### config.mk
export PLATFORM = sky130hd
export DESIGN_NAME = fpaddsub_exception_status
export DESIGN_NICKNAME = d
export VERILOG_FILES = /design/src/rtl/fpaddsub_exception_status.sv
export SDC_FILE = /design/constraint.sdc
export NUM_CORES = 1
export LEC_CHECK = 0
export ABC_AREA = 1
export CORE_MARGIN = 2
export CORE_UTILIZATION = 40
export DETAILED_ROUTE_END_ITERATION = 6
export PLACE_DENSITY = 0.84
export SLEW_MARGIN = 20
export SYNTH_ARGS = -nofsm -noshare
export SYNTH_HDL_FRONTEND = slang
export SYNTH_SLANG_ARGS = --single-unit
### constraint.sdc
create_clock -name CLK -period 2.3 [get_ports CLK]
set_clock_uncertainty 0.2 [all_clocks]
set_input_delay 0.575 -clock CLK [delete_from_list [all_inputs] [get_ports CLK]]
set_output_delay 0.575 -clock CLK [all_outputs]
set_load 0.02 [all_outputs]
### src/rtl/fpaddsub_exception_status.sv
// Status and trap unit for the FP add/sub exception flags: IEEE sticky bits, a saturating
// count of exception-raising results, and a two-state trap FSM with interrupt and overrun.
module fpaddsub_exception_status #(
    parameter int          CNT_W        = 16,
    parameter logic [4:0]  RESET_ENABLE = 5'b00000
) (
    input  logic             CLK,
    input  logic             RST,
    input  logic             ResValid,
    input  logic [4:0]       Flags,
    input  logic [31:0]      P,
    input  logic             EnWr,
    input  logic [4:0]       EnIn,
    input  logic             Clear,
    input  logic             TrapAck,
    output logic [4:0]       Sticky,
    output logic [4:0]       Enable,
    output logic [CNT_W-1:0] ExcCount,
    output logic             IRQ,
    output logic [4:0]       TrapCause,
    output logic [31:0]      TrapResult,
    output logic             Overrun
);

    typedef enum logic {IDLE, TRAPPED} state_t;

    state_t     state_p1;
    logic [4:0] masked_p0;
    logic       flagged_p0;
    logic       trap_p0;

    // Increment that sticks at all-ones instead of wrapping.
    function automatic logic [CNT_W-1:0] sat_inc(input logic [CNT_W-1:0] v);
        if (&v)
            return v;
        else
            return v + 1'b1;
    endfunction

    // Trap decision always uses the mask registered at the start of this cycle,
    // so a same-cycle EnWr only affects results from the next cycle on.
    always_comb begin
        masked_p0  = Flags & Enable;
        flagged_p0 = ResValid & (|Flags);
        trap_p0    = ResValid & (|masked_p0);
    end

    always_ff @(posedge CLK or posedge RST) begin
        if (RST) begin
            Sticky     <= '0;
            Enable     <= RESET_ENABLE;
            ExcCount   <= '0;
            IRQ        <= 1'b0;
            TrapCause  <= '0;
            TrapResult <= '0;
            Overrun    <= 1'b0;
            state_p1   <= IDLE;
        end else begin
            // Clear wins over history but never over the result arriving with it.
            Sticky <= (Clear ? 5'b00000 : Sticky) | (ResValid ? Flags : 5'b00000);

            if (Clear)
                ExcCount <= flagged_p0 ? CNT_W'(1) : '0;
            else if (flagged_p0)
                ExcCount <= sat_inc(ExcCount);

            if (EnWr)
                Enable <= EnIn;

            unique case (state_p1)
                IDLE: begin
                    if (trap_p0) begin
                        state_p1   <= TRAPPED;
                        IRQ        <= 1'b1;
                        TrapCause  <= masked_p0;
                        TrapResult <= P;
                    end
                    if (Clear)
                        Overrun <= 1'b0;
                end
                TRAPPED: begin
                    if (TrapAck && trap_p0) begin
                        TrapCause  <= masked_p0;
                        TrapResult <= P;
                    end else if (TrapAck) begin
                        state_p1 <= IDLE;
                        IRQ      <= 1'b0;
                    end
                    // An uncaptured enabled exception beats a simultaneous Clear.
                    if (!TrapAck && trap_p0)
                        Overrun <= 1'b1;
                    else if (Clear)
                        Overrun <= 1'b0;
                end
                default: begin
                    state_p1 <= IDLE;
                    IRQ      <= 1'b0;
                end
            endcase
        end
    end

endmodule
==> key figures <==
Detailed routing
  – Residual DRC: 0
  – Detail Route Antenna Nets: 0
  – DRT Pass-1 Iters: 4
  – Total Wirelength: 7600 um
  – Vias per inst: 4.70
  – Vias post-DR: 2,679
  – Routed wire per std cell: 13.3 um
  – DR iter-0 viols: 112

Die
  – Rows: 31
  – Core area: 7250 um^2
  – Die ar.: 8180 um^2
  – Die H: 90.4 um
  – Starting Density: 0.412
  – Boundary pin count: 113
  – Die Width: 90.4 um

Synthesis
  – Sequential cell area fraction in the yosys report: 0.553
  – Mapped Cells: 347
  – Syn Nets: 396
  – Synth warnings: 0
  – Avg Inst Size Synth: 8.61 um^2
  – Post-synth EDFFs: 0
  – #FFs+latches synth: 66
  – Yosys top cell area share: 0.553
  – Synth cell types: 27
  – Largest cells by area after synthesis: dfrtp_1 (55%), nand2_1 (14%), inv_1 (5.3%), o21ai_1 (5.2%), nand4_1 (2.7%)
  – Cell Area, Synth: 2990 um^2
  – Ys async rst share: 1.00
  – Ys flop type: dfrtp_1
  – Largest area contributor in the netlist: dfrtp_1

STA
  – Fmax: 449 MHz
  – Final Max Tran Viols: 0
  – Hold WS: 0.293 ns
  – Final critical-path share of the clock period: 0.968
  – Slew headroom: 0.730
  – Total negative slack: 0 ns
  – Final worst path period need: 2.23 ns
  – Worst-Margin Slew: 0.403 ns
  – Hold Vio Cnt, Final: 0
  – RSZ-0062 raised after global routing: false
  – Final setup violation count: 0

Min path
  – Worst Hold Launch: TrapCause[0]$_DFFE_PP0P_
  – Hold Path Depth: 2
  – Hold Path Class: register to register
  – Worst Hold Path EP: TrapCause[0]$_DFFE_PP0P_

Setup path
  – Cell at the slowest stage of the critical path: clkdlybuf4s50_1
  – Critical Path RT: 1.52 ns
  – CP Capture Type: output pin
  – Worst Reg2Reg Path Length in Cells: 10
  – Reg-to-Reg End: ExcCount[9]$_DFFE_PP0P_
  – Worst path top cell family by delay: buffers and inverters
  – FF-to-FF Start: ExcCount[0]$_DFFE_PP0P_
  – Critical-path cell list: clkdlybuf4s50_1
  – Crit Path Class: register to output pin
  – R2R Setup Slk: 0.33 ns
  – Slowest stage delay, CP: 0.66 ns
  – CP Launch Type: register
  – WP data arrival: 1.45 ns
  – CP Buf/Inv Count: 1
  – Crit path max fanout: 7

Global route
  – First-pass GRT wire length: 13,100 um
  – Initial antenna violation count: 0
  – All-layer global routing usage: 0.199
  – Pin count of the biggest net entering global routing: 67
  – Global route overflow: 0
  – Vias in the first global route: 2,820

CTS
  – Clock Tree Root: clkbuf_8
  – Setup Buffers After CTS: 0
  – Max Buffers Root-to-Sink: 2
  – Clock transition at the registers of the reported paths: 0.07 ns
  – Cts repair resizes: 0
  – CTS tree: done
  – CTS Buf Count: 9
  – Cts hold-fix bufs: 0
  – H-Tree Depth: 3
  – Worst skew pair latency: 0.34 ns
  – CTS Sinks: 66

Finish
  – Filler cell count in the final layout: 627
  – Area Growth Syn to Fin: 50.9%
  – Area occupied by multi-input gates: 1120 um^2
  – Nets@finish: 515
  – Seq. cell area: 1650 um^2
  – Share of layout cells above drive strength 1: 0.0828
  – Diodes inserted: 0

Placement
  – DP HPWL: 5690 um
  – Routability cong.: 0.893
  – Buffers on Ports: 112

Pwr
  – Pwr/cell area: 788 nW/um^2
  – Peak supply drop: 0.000505 V
  – Total power: 3550 uW
  – Cell leakage power: 0.00211 uW

Job
  – Max-Cap Viols: 0

Outcome
  – Outcome: completed
metrics by stage:
step / area (um^2) / setup WS, ns / utilization / instances
after detailed placement: 4270 / 0.0461 / 0.589 / 554
after global routing: 4510 / 0.00572 / 0.622 / 570
after CTS: 4510 / 0.0428 / 0.621 / 570
after floorplan: 2990 / 0.485 / - / 347
final: 4510 / 0.0726 / 0.622 / 570
after global placement: 4270 / 0.117 / 0.589 / 554
flip-flops by register name, summed over array words and instances, names as in the netlist:
name        flops
IRQ             1
Overrun         1
ExcCount       16
TrapResult     32
Enable          5
state_p1        1
TrapCause       5
Sticky          5
report_power, final:
| part | switching, uW | internal (uW) |
|---|---|---|
| combinational | 482 | 464 |
| sequential | 111 | 1330 |
| clock | 445 | 719 |
cells by family (layout without fill, tap and decap cells):
family,after synthesis,count (layout),share of synthesized area
muxes,5,5,0.0188
buffers and inverters,55,179,0.0750
and+or+nand+nor,163,163,0.240
DFF,66,66,0.553
adders and majority gates,1,1,0.00419
xor gates and xnor gates,6,6,0.0176
AOI/OAI and AO/OA,51,51,0.0913
cell usage in the layout (no fill, tap or decap), types with 3 or more instances in the layout:
cell | Yosys | final
buf_12 | 0 | 3
o21ai_0 | 13 | 13
nor2_1 | 21 | 21
nand2_2 | 3 | 3
o21ai_1 | 31 | 31
nor2_4 | 3 | 3
dfrtp_1 | 66 | 66
o21bai_1 | 4 | 4
bufinv_16 | 0 | 3
xor2_1 | 6 | 6
mux2_2 | 5 | 5
nand2_1 | 109 | 109
buf_4 | 0 | 4
inv_1 | 42 | 41
clkbuf_8 | 0 | 9
nand4_1 | 13 | 13
clkdlybuf4s50_1 | 0 | 111
nand3_1 | 8 | 7
cells in the mapped netlist (all sizes together) (2+ instances only):
cell and number:
xor2 6, a22o 2, o21bai 4, dfrtp 66
buf 9, o21ai 44, nand2 112, mux2 5
nand4 13, inv 43, nor2 26, nand3 9
clkbuf 2, or2 2
how the worst max path moves through the flow:
| stage | start | to | slack [ns] | cells after the start |
|---|---|---|---|---|
| CTS | ExcCount[12]$_DFFE_PP0P_ | ExcCount[12] | 0.04 | 1 |
| finish | ExcCount[2]$_DFFE_PP0P_ | ExcCount[2] | 0.07 | 1 |
| detailed placement | Flags[2] | ExcCount[9]$_DFFE_PP0P_ | 0.05 | 9 |
| global route | ExcCount[2]$_DFFE_PP0P_ | ExcCount[2] | 0.006 | 1 |
| floorplan | ExcCount[0]$_DFFE_PP0P_ | ExcCount[2]$_DFFE_PP0P_ | 0.49 | 9 |
| global placement | Flags[2] | TrapCause[4]$_DFFE_PP0P_ | 0.12 | 7 |
layer usage:
layer | global-route usage | up-vias | share of wire
met1 | 0.233 | 1240 | 0.41
met3 | 0.0718 | 12 | 0.088
met5 | 0 | - | 0
met2 | 0.333 | 97 | 0.48
met4 | 0.0782 | 0 | 0.019
li1 | - | 1330 | -
cell type report:
class / count / share of cell area
Clock inverter: 5 / 0.0228
Inverter: 44 / 0.0375
Timing Repair Buffer: 119 / 0.269
Clock buffer: 11 / 0.0291
Tap cell: 99 / 0.0275
Sequential cell: 66 / 0.366
Multi-Input combinational cell: 226 / 0.248
(Power assumes the default switching activity.)
